$ cat src/rtl/adm1176_pkg.sv
// ADM1176 poller shared definitions.
// Command opcodes, device constant, FSM and step enums.
package adm1176_pkg;

  localparam logic [2:0] OP_START = 3'd0;
  localparam logic [2:0] OP_WRITE = 3'd1;
  localparam logic [2:0] OP_RACK  = 3'd2;
  localparam logic [2:0] OP_RNACK = 3'd3;
  localparam logic [2:0] OP_STOP  = 3'd4;

  // Command byte: start V and I conversions, continuous.
  localparam logic [7:0] ADM_CMD_CFG = 8'h05;

  typedef enum logic [2:0] {
    ST_IDLE,
    ST_WAIT,
    ST_ISSUE,
    ST_RESP,
    ST_ADV
  } state_t;

  typedef enum logic [2:0] {
    S_CSTART,
    S_CWRITE,
    S_CSTOP,
    S_RSTART,
    S_RA0,
    S_RA1,
    S_RN2,
    S_RSTOP
  } step_t;

endpackage

$ cat src/rtl/adm1176_seq.sv
// ADM1176 step sequencer: maps a step to its bus command,
// the following step and the STOP step used after a NACK.
module adm1176_seq
  import adm1176_pkg::*;
(
  input  step_t       step_i,
  input  logic [6:0]  adr_i,
  output logic [2:0]  op_o,
  output logic [7:0]  data_o,
  output step_t       next_o,
  output step_t       skip_o,
  output logic        nack_chk_o,
  output logic        stop_o
);

  // Step decode table.
  always_comb begin
    op_o       = OP_STOP;
    data_o     = 8'h00;
    next_o     = S_CSTART;
    skip_o     = S_RSTOP;
    nack_chk_o = 1'b0;
    stop_o     = 1'b0;
    unique case (step_i)
      S_CSTART: begin
        op_o       = OP_START;
        data_o     = {adr_i, 1'b0};
        next_o     = S_CWRITE;
        skip_o     = S_CSTOP;
        nack_chk_o = 1'b1;
      end
      S_CWRITE: begin
        op_o       = OP_WRITE;
        data_o     = ADM_CMD_CFG;
        next_o     = S_CSTOP;
        skip_o     = S_CSTOP;
        nack_chk_o = 1'b1;
      end
      S_CSTOP: begin
        next_o = S_RSTART;
        skip_o = S_CSTOP;
        stop_o = 1'b1;
      end
      S_RSTART: begin
        op_o       = OP_START;
        data_o     = {adr_i, 1'b1};
        next_o     = S_RA0;
        nack_chk_o = 1'b1;
      end
      S_RA0: begin
        op_o   = OP_RACK;
        next_o = S_RA1;
      end
      S_RA1: begin
        op_o   = OP_RACK;
        next_o = S_RN2;
      end
      S_RN2: begin
        op_o   = OP_RNACK;
        next_o = S_RSTOP;
      end
      S_RSTOP: begin
        stop_o = 1'b1;
      end
      default: ;
    endcase
  end

endmodule

$ cat src/rtl/adm1176_poller.sv
// ADM1176 round-robin poller over a byte-level bus master.
// Build option: ADM1176_POLLER_WATCHDOG_EN adds a response watchdog.
module adm1176_poller
  import adm1176_pkg::*;
#(
  parameter int                   NUM_DEV        = 2,
  parameter logic [7*NUM_DEV-1:0] DEV_ADRS       = {7'h4A, 7'h48},
  parameter int                   PERIOD_CYCLES  = 100000,
  parameter int                   TIMEOUT_CYCLES = 65535
) (
  input  logic                  wb_clk_i,
  input  logic                  wb_rst_i,
  input  logic                  enable_i,
  output logic                  cmd_valid_o,
  input  logic                  cmd_ready_i,
  output logic [2:0]            cmd_op_o,
  output logic [7:0]            cmd_data_o,
  input  logic                  rsp_valid_i,
  input  logic [7:0]            rsp_data_i,
  input  logic                  rsp_nack_i,
  output logic [12*NUM_DEV-1:0] mvolt_o,
  output logic [12*NUM_DEV-1:0] mamp_o,
  output logic [NUM_DEV-1:0]    valid_o,
  output logic [NUM_DEV-1:0]    err_o,
  output logic                  update_o
);

  localparam int DW = (NUM_DEV > 1) ? $clog2(NUM_DEV) : 1;
  localparam logic [31:0]   PER_LAST = 32'(PERIOD_CYCLES - 1);
  localparam logic [DW-1:0] DEV_LAST = DW'(NUM_DEV - 1);

  state_t state_q, state_d;
  step_t  step_q, step_d;
  logic [DW-1:0] dev_q, dev_d, dev_nx;
  logic [31:0] cnt_q, cnt_d;
  logic [7:0] b0_q, b0_d, b1_q, b1_d, b2_q, b2_d;
  logic err_pend_q, err_pend_d;
  logic done_q, done_d;
  logic upd_q, upd_d;
  logic [NUM_DEV-1:0] cfg_q, cfg_d;
  logic [NUM_DEV-1:0] valid_q, valid_d;
  logic [NUM_DEV-1:0] err_q, err_d;
  logic [12*NUM_DEV-1:0] mvolt_q, mvolt_d;
  logic [12*NUM_DEV-1:0] mamp_q, mamp_d;
`ifdef ADM1176_POLLER_WATCHDOG_EN
  localparam logic [31:0] WD_LAST = 32'(TIMEOUT_CYCLES - 1);
  logic [31:0] wd_q, wd_d;
`endif

  logic [6:0] adr;
  logic [2:0] seq_op;
  logic [7:0] seq_data;
  step_t      seq_next, seq_skip;
  logic       seq_chk, seq_stop;

  assign adr    = DEV_ADRS[7*int'(dev_q) +: 7];
  assign dev_nx = dev_q + DW'(1);

  adm1176_seq u_seq (
    .step_i     (step_q),
    .adr_i      (adr),
    .op_o       (seq_op),
    .data_o     (seq_data),
    .next_o     (seq_next),
    .skip_o     (seq_skip),
    .nack_chk_o (seq_chk),
    .stop_o     (seq_stop)
  );

  assign cmd_valid_o = (state_q == ST_ISSUE);
  assign cmd_op_o    = cmd_valid_o ? seq_op : 3'd0;
  assign cmd_data_o  = cmd_valid_o ? seq_data : 8'h00;
  assign mvolt_o     = mvolt_q;
  assign mamp_o      = mamp_q;
  assign valid_o     = valid_q;
  assign err_o       = err_q;
  assign update_o    = upd_q;

  // Poll FSM: next state, step advance and result capture.
  always_comb begin
    state_d    = state_q;
    step_d     = step_q;
    dev_d      = dev_q;
    cnt_d      = cnt_q;
    b0_d       = b0_q;
    b1_d       = b1_q;
    b2_d       = b2_q;
    err_pend_d = err_pend_q;
    done_d     = done_q;
    upd_d      = 1'b0;
    cfg_d      = cfg_q;
    valid_d    = valid_q;
    err_d      = err_q;
    mvolt_d    = mvolt_q;
    mamp_d     = mamp_q;
`ifdef ADM1176_POLLER_WATCHDOG_EN
    wd_d       = wd_q;
`endif
    unique case (state_q)
      ST_IDLE: begin
        if (enable_i) begin
          state_d = ST_WAIT;
          cnt_d   = '0;
        end
      end
      ST_WAIT: begin
        if (!enable_i) begin
          state_d = ST_IDLE;
        end else if (cnt_q == PER_LAST) begin
          state_d    = ST_ISSUE;
          dev_d      = '0;
          step_d     = cfg_q[0] ? S_RSTART : S_CSTART;
          err_pend_d = 1'b0;
          done_d     = 1'b0;
        end else begin
          cnt_d = cnt_q + 32'd1;
        end
      end
      ST_ISSUE: begin
        if (cmd_ready_i) begin
          state_d = ST_RESP;
`ifdef ADM1176_POLLER_WATCHDOG_EN
          wd_d    = '0;
`endif
        end
      end
      ST_RESP: begin
        if (rsp_valid_i) begin
          state_d = ST_ADV;
          if (seq_chk && rsp_nack_i) begin
            step_d       = seq_skip;
            err_pend_d   = 1'b1;
            err_d[dev_q] = 1'b1;
            cfg_d[dev_q] = 1'b0;
          end else begin
            step_d = seq_next;
            unique case (step_q)
              S_RA0: b0_d = rsp_data_i;
              S_RA1: b1_d = rsp_data_i;
              S_RN2: b2_d = rsp_data_i;
              S_CSTOP: begin
                if (err_pend_q) done_d = 1'b1;
                else cfg_d[dev_q] = 1'b1;
              end
              S_RSTOP: begin
                done_d = 1'b1;
                if (!err_pend_q) begin
                  mvolt_d[12*int'(dev_q) +: 12] = {b0_q, b2_q[7:4]};
                  mamp_d[12*int'(dev_q) +: 12]  = {b1_q, b2_q[3:0]};
                  valid_d[dev_q] = 1'b1;
                  err_d[dev_q]   = 1'b0;
                  upd_d          = 1'b1;
                end
              end
              default: ;
            endcase
          end
        end
`ifdef ADM1176_POLLER_WATCHDOG_EN
        else if (wd_q == WD_LAST) begin
          state_d      = ST_ADV;
          err_pend_d   = 1'b1;
          err_d[dev_q] = 1'b1;
          cfg_d[dev_q] = 1'b0;
          // A silent STOP cannot be retried; give up on the device.
          if (seq_stop) done_d = 1'b1;
          else step_d = seq_skip;
        end else begin
          wd_d = wd_q + 32'd1;
        end
`endif
      end
      ST_ADV: begin
        if (!done_q) begin
          state_d = ST_ISSUE;
        end else if (!enable_i) begin
          state_d = ST_IDLE;
        end else if (dev_q == DEV_LAST) begin
          state_d = ST_WAIT;
          cnt_d   = '0;
        end else begin
          state_d    = ST_ISSUE;
          dev_d      = dev_nx;
          step_d     = cfg_q[dev_nx] ? S_RSTART : S_CSTART;
          err_pend_d = 1'b0;
          done_d     = 1'b0;
        end
      end
      default: state_d = ST_IDLE;
    endcase
  end

  // State and result registers with synchronous reset.
  always_ff @(posedge wb_clk_i) begin
    if (wb_rst_i) begin
      state_q    <= ST_IDLE;
      step_q     <= S_CSTART;
      dev_q      <= '0;
      cnt_q      <= '0;
      b0_q       <= '0;
      b1_q       <= '0;
      b2_q       <= '0;
      err_pend_q <= 1'b0;
      done_q     <= 1'b0;
      upd_q      <= 1'b0;
      cfg_q      <= '0;
      valid_q    <= '0;
      err_q      <= '0;
      mvolt_q    <= '0;
      mamp_q     <= '0;
`ifdef ADM1176_POLLER_WATCHDOG_EN
      wd_q       <= '0;
`endif
    end else begin
      state_q    <= state_d;
      step_q     <= step_d;
      dev_q      <= dev_d;
      cnt_q      <= cnt_d;
      b0_q       <= b0_d;
      b1_q       <= b1_d;
      b2_q       <= b2_d;
      err_pend_q <= err_pend_d;
      done_q     <= done_d;
      upd_q      <= upd_d;
      cfg_q      <= cfg_d;
      valid_q    <= valid_d;
      err_q      <= err_d;
      mvolt_q    <= mvolt_d;
      mamp_q     <= mamp_d;
`ifdef ADM1176_POLLER_WATCHDOG_EN
      wd_q       <= wd_d;
`endif
    end
  end

endmodule
$ cat config.mk
export PLATFORM = sky130hd
export DESIGN_NAME = adm1176_poller
export DESIGN_NICKNAME = d
export VERILOG_FILES = /design/src/rtl/adm1176_pkg.sv /design/src/rtl/adm1176_seq.sv /design/src/rtl/adm1176_poller.sv
export SDC_FILE = /design/constraint.sdc
export NUM_CORES = 1
export LEC_CHECK = 0
export ABC_AREA = 1
export CORE_ASPECT_RATIO = 0.75
export CORE_UTILIZATION = 40
export DETAILED_ROUTE_END_ITERATION = 10
export PLACE_DENSITY = 0.71
export SYNTH_ARGS = -nofsm -noshare
export SYNTH_HDL_FRONTEND = slang
export SYNTH_SLANG_ARGS = --single-unit
$ cat constraint.sdc
create_clock -name wb_clk_i -period 2.5 [get_ports wb_clk_i]
set_clock_uncertainty 0.1 [all_clocks]
set_input_delay 0.25 -clock wb_clk_i [delete_from_list [all_inputs] [get_ports wb_clk_i]]
set_output_delay 0.25 -clock wb_clk_i [all_outputs]
set_load 0.01 [all_outputs]
==> impl_metrics.json, run 1 <==
{
  "holdBufCountCts": 0,
  "cts.htree.levels": 4,
  "drt_iter0_markers": 455,
  "path_class": "register to output pin",
  "maxSlewViolCount": 0,
  "final_common_cell": "nand2_1",
  "grt_pass1_wl_um": 25400,
  "grt_use_total_pct": 21.3,
  "dieWidth_um": 141,
  "cts_tree": "done",
  "post-synth-top-area-cell": "dfxtp_1",
  "fmax_mhz": 420,
  "syn_avg_cell_area_um2": 6.66,
  "period_needed_ns": 2.38,
  "fill_cells": 1360,
  "wirelength_um": 15400,
  "finalPower_w": 0.00524,
  "yosysWarnings": 0,
  "ys_async_sr_fraction_pct": 0,
  "final_cell_mix": "nand2_1 (195), nor2_1 (154), dfxtp_1 (116)",
  "path_cells": "inv_1 > nor2_1 > inv_1 > a21oi_1 > clkdlybuf4s50_1",
  "yosysTopAreaCellShare_pct": 41.6,
  "drive_gt1_share_pct": 8.08,
  "clock_sinks": 120,
  "dpl_cell_area_um2": 6630,
  "p_leak_nw": 2.66,
  "core_area_um2": 13900,
  "fin_crit_sh_pct": 95.3,
  "rsz0062_at_grt": "no",
  "ir_worst_vdd_mv": 0.514,
  "cap_violations": 0,
  "cts_buffers": 17,
  "viasPerCell": 5.13,
  "tightest_slew_ns": 0.858,
  "grt_pass1_vias": 5006,
  "syn_inst": 867,
  "dp_hpwl_um": 10900,
  "insertion_delay_ns": 0.42,
  "die_h_um": 106,
  "drt_pass1_iterations": 6,
  "reg2reg_setup_slack_ns": 0.31,
  "crit_family": "buffers and inverters",
  "slowest_delay_ns": 0.58,
  "outcome": "complete, no violations",
  "cts_buffer_depth": 2,
  "ant_nets": 0,
  "start_kind": "register",
  "hp-class": "primary input to register",
  "vias": 5788,
  "crit_arrival_ns": 2.03,
  "synthTopCellsByArea": "dfxtp_1 (42%), nand2_1 (13%), nor2_1 (10%)",
  "area_delta_synth_final_pct": 25.5,
  "ys.flop_type": "dfxtp_1",
  "design_area_um2": 7250,
  "r2r.worst_path.cells": 11,
  "rows": 37,
  "r2r_end": "cnt_q[24]",
  "globalplace.congestion": 0.879,
  "seq_area_frac_synth_pct": 41.6,
  "wl_per_cell_um": 13.7,
  "gr-total-overflow": 0,
  "cts.clk_slew.worst_paths_ns": 0.06,
  "diodes": 0,
  "ios": 79,
  "timing.rr.start": "cnt_q[1]",
  "cp_max_fo": 7,
  "fp.dieArea_um2": 14900,
  "p_per_area_nw_per_um2": 722,
  "cp-startpoint": "step_q[2]",
  "nets": 955,
  "ys_types": 36,
  "drc": 0,
  "critPathBufInv": 3,
  "seqCellArea_um2": 2410,
  "multi_input_area_um2": 2880,
  "end_kind": "output pin",
  "crit_cells": 5,
  "cp-endpoint": "cmd_op_o[2]",
  "finalHoldViolCount": 0,
  "final-setup-viol-count": 0,
  "slew_headroom_pct": 42.8,
  "post_synth_instance_area_um2": 5780,
  "synth_seq_cells": 120,
  "cp.required_ns": 2.15,
  "synth_edf_count": 0,
  "cts_root_buf": "clkbuf_16",
  "initial_utilization_pct": 41.6,
  "grt_antenna_before_repair": 0,
  "portBuffers": 74,
  "grt_max_degree": 61,
  "crit_slowest_cell": "clkdlybuf4s50_1",
  "cp_common_cell": "inv_1"
}
==> cell usage after synthesis (4+ instances only) <==
master    number
inv_1         76
nand2_1      195
buf_4         13
nand3_1       96
dfxtp_1      120
nand2_2        5
buf_2          5
xor2_1        10
a21oi_1       77
nor2_1       154
nor3_1        14
nand4_1       10
o21bai_1       4
inv_2          4
clkbuf_1      16
o21ai_0       38
==> sequential cells by signal (all words and copies together), names as in the netlist, named ones only <==
name        cells
b0_q            8
b1_q            8
b2_q            8
cnt_q          32
dev_q           1
done_q          1
err_pend_q      1
mamp_o         24
mvolt_o        24
state_q         3
step_q          3
update_o        1
valid_o         2
==> timing repair <==
item,in CTS,in global routing
gates resized for setup,6,7
setup endpoints to repair,7,3
buffers inserted,0,1
pin swaps,0,1
==> per-stage QoR <==
stage | worst slack [ns] | TNS, ns | hold WS [ns] | std cells | utilization, %
floorplan | 0.571 | 0 | 0.285 | 870 | -
global placement | 0.251 | 0 | 0.339 | 1095 | 47.7
detailed placement | 0.188 | 0 | 0.347 | 1095 | 47.7
CTS | -0.00532 | -0.00532 | 0.116 | 1127 | 52.1
global route | 0.00539 | 0 | 0.147 | 1128 | 52.2
finish | 0.117 | 0 | 0.123 | 1128 | 52.2
==> metal layers <==
layer  track usage (%)  vias up  routed length (um)  part of all wire (%)
li1                  -     2929                   -                     -
met1              33.1     2645                8020                    52
met2              28.7      205                6210                    40
met3              5.50        9                1110                   7.2
met4              4.81        0                  90                  0.58
met5                 0        -                   0                     0
==> cell families (layout without fill, tap and decap cells) <==
logic type                 count (synthesis)  after routing  share of synthesized area, %
and+or+nand+nor                          484            484                          35.4
AOI/OAI and AO/OA                        129            129                          11.7
xor gates and xnor gates                  12             12                          1.82
buffers and inverters                    120            203                          9.18
adders and majority gates                  1              1                         0.217
other                                      1              4                        0.0649
DFF                                      120            120                          41.6
==> layout make-up <==
class,count,share of cell area (%)
clock buffers,17,5.87
inverters,81,4.24
multi-input cells,630,39.8
clock inverters,15,2.05
repair buffers,90,11.9
flip-flops and latches,120,33.2
well taps,175,3.02
==> report_power, final <==
group          switching [W]  internal, W  total (W)
logic               0.000608     0.000255   0.000863
clock network        0.00106      0.00133    0.00239
registers          0.0000439      0.00194    0.00199
total                0.00171      0.00353    0.00524
==> worst min path at each step <==
stage / from / end / slack [ns] / cells after the start
floorplan: rsp_data_i[0] / b2_q[0] / 0.28 / 2
global route: wb_rst_i / cnt_q[24] / 0.15 / 2
global placement: valid_o[1] / valid_o[1] / 0.34 / 2
detailed placement: valid_o[0] / valid_o[0] / 0.35 / 2
CTS: wb_rst_i / cnt_q[26] / 0.12 / 2
finish: wb_rst_i / cnt_q[26] / 0.12 / 2
==> worst register-to-register path, stage by stage, from the launching register on <==
cell and delay [ns]:
dfxtp_1 0.38, ha_1 0.23, inv_1 0.10, nor2_2 0.18, nand3_1 0.11, nor2_1 0.15, nand3_1 0.16, nand2_4 0.10
buf_4 0.31, nor2_1 0.09, nor2_1 0.11, nor2_1 0.05
Note: power is estimated with default switching activity, not from simulation.
==> run 2, diff against run 1 <==
- CORE_UTILIZATION: 40 -> 34
- PLACE_DENSITY: 0.71 -> 0.64
==> run 2 against run 1 <==
The flow now finishes with violations (DRC). Final area increased by 1.1%. Non-clock buffer count increased by 4. Routed wire length increased by 2.4%. Fmax decreased by 1.4%. Total power about the same. Setup slack got worse by 0.035 ns. Via count decreased by 0.43%. First-iteration DRC count decreased by 5.5%. Sequential power about the same. Final cell count increased by 3.5%. Largest power group unchanged.
==> impl_metrics.json, run 2 (synthesized netlist as in run 1, its figures left out) <==
{
  "drive_gt1_share_pct": 8.15,
  "combPwrFrac_pct": 16.4,
  "crit_slowest_cell": "clkdlybuf4s50_1",
  "rows": 40,
  "outcome": "complete, but fails checks",
  "dpl_cell_area_um2": 6720,
  "fin_cells": 1167,
  "cts.htree.levels": 4,
  "vias": 5763,
  "insertion_delay_ns": 0.41,
  "swShare_pct": 30.9,
  "slew_headroom_pct": 63.1,
  "wl_per_cell_um": 13.5,
  "pwr-share-seq_pct": 37.9,
  "hp-class": "register to register",
  "whs_endpoint": "valid_o[1]",
  "gr-total-overflow": 0,
  "dieWidth_um": 153,
  "die_h_um": 115,
  "grt_max_degree": 44,
  "area_delta_synth_final_pct": 26.9,
  "cp_max_fo": 8,
  "ios": 79,
  "cts.clk_slew.worst_paths_ns": 0.06,
  "cts_root_buf": "clkbuf_16",
  "wirelength_um": 15800,
  "diodes": 0,
  "cts_buffer_depth": 2,
  "r2r.worst_path.cells": 7,
  "cp_common_cell": "nand2_1",
  "globalplace.congestion": 0.905,
  "p_leak_nw": 2.66,
  "maxSlewViolCount": 0,
  "totalNegativeSetupSlack_ns": 0,
  "reg2reg_setup_slack_ns": 0.28,
  "r2r_end": "mamp_o[3]",
  "drc": 7,
  "grt_antenna_before_repair": 0,
  "final-setup-viol-count": 0,
  "violations": "DRC",
  "core_area_um2": 16300,
  "p_per_area_nw_per_um2": 714,
  "seqCellArea_um2": 2400,
  "end_kind": "output pin",
  "cts_buffers": 17,
  "power_frac_clock_pct": 45.7,
  "design_area_um2": 7330,
  "final_common_cell": "nand2_1",
  "rsz0062_at_grt": "yes",
  "timing.rr.start": "state_q[0]",
  "p_int_w": 0.00362,
  "post_cts_buffers": 0,
  "regMostFlops": "cnt_q",
  "viasPerCell": 4.94,
  "grt_pass1_vias": 5061,
  "portBuffers": 74,
  "cap_violations": 0,
  "period_needed_ns": 2.42,
  "drt_pass1_iterations": 10,
  "largest_reg_flops": 32,
  "nets": 959,
  "tightest_slew_ns": 0.551,
  "placed_cells": 1134,
  "clock_sinks": 120,
  "crit_arrival_ns": 2.07,
  "path_cells": "nor3_2 > inv_2 > nor3_4 > nand2_1 > nand2_1 > clkdlybuf4s50_1",
  "fp.dieArea_um2": 17500,
  "ant_nets": 0,
  "start_kind": "register",
  "multi_input_area_um2": 2880,
  "fill_cells": 1709,
  "hold_path_depth": 2,
  "path_class": "register to output pin",
  "fmax_mhz": 414,
  "ir_worst_vdd_mv": 0.531,
  "drt_iter0_markers": 430,
  "grt_pass1_wl_um": 26200,
  "grt_use_total_pct": 18.7,
  "initial_utilization_pct": 35.4,
  "final_cell_mix": "nand2_1 (195), nor2_1 (154), dfxtp_1 (118)",
  "fin_crit_sh_pct": 96.7,
  "dp_hpwl_um": 11200,
  "cp.required_ns": 2.15,
  "finalHoldViolCount": 0,
  "slowest_delay_ns": 0.54,
  "cts_tree": "done",
  "hp-start": "valid_o[1]",
  "p_sw_w": 0.00162
}
run 2: repair_timing:
action / 4_1_cts / 5_1_grt
gates resized for setup: 4 / 4
hold buffers: 1 / 0
cloned: 0 / 0
setup endpoints to repair: 4 / 5
endpoints found under the hold margin: 1 / 0
run 2: worst max-delay path by stage:
stage	from	endpoint	depth (start not counted)
global route	state_q[2]	cmd_data_o[2]	6
finish	state_q[2]	cmd_data_o[2]	6
global placement	enable_i	cnt_q[20]	11
floorplan	state_q[1]	cmd_data_o[7]	5
CTS	state_q[1]	cmd_data_o[2]	7
detailed placement	rsp_nack_i	mamp_o[3]	9
run 2: critical path, delay by kind of cell (launching register included):
family	cells	cell delay, ns
flip-flops	1	0.39
buffers and inverters	2	0.66
AND/OR/NAND/NOR	4	0.62
run 2: area by class of cell:
type                    instances  share of cell area (%)
well taps                     210                    3.58
clock buffers                  18                    5.99
repair buffers                 94                    12.3
clock inverters                14                    1.89
multi-input cells             630                    39.2
inverters                      81                    4.16
flip-flops and latches        120                    32.8
run 2: power by group through the flow:
| stage | Combinational [W] | Clock, W | Sequential [W] |
|---|---|---|---|
| 6_report | 0.000859 | 0.00239 | 0.00198 |
| 5_1_grt | 0.000964 | 0.00251 | 0.00199 |
| 4_1_cts | 0.000852 | 0.00243 | 0.00198 |
| 3_5_place_dp | 0.000839 | 0 | 0.00202 |
| 3_3_place_gp | 0.000840 | 0 | 0.00202 |
| 2_1_floorplan | 0.000658 | 0 | 0.00201 |
run 2: stage by stage:
stage	total power (W)	hold slack (ns)	setup slack (ns)	util, %
floorplan	0.00267	0.285	0.571	-
global placement	0.00286	0.344	0.294	41.2
detailed placement	0.00286	0.347	0.240	41.2
CTS	0.00527	0.356	0.0470	44.9
global route	0.00546	0.375	-0.0372	44.9
finish	0.00524	0.355	0.0827	44.9
run 2: layer usage:
| metal | vias to the layer above | GRT usage, % | part of all wire, % |
|---|---|---|---|
| met5 | - | 0 | 0 |
| met4 | 0 | 5.45 | 0.75 |
| met3 | 7 | 4.07 | 6.0 |
| met2 | 165 | 26.3 | 40 |
| met1 | 2634 | 28.0 | 53 |
| li1 | 2957 | - | - |
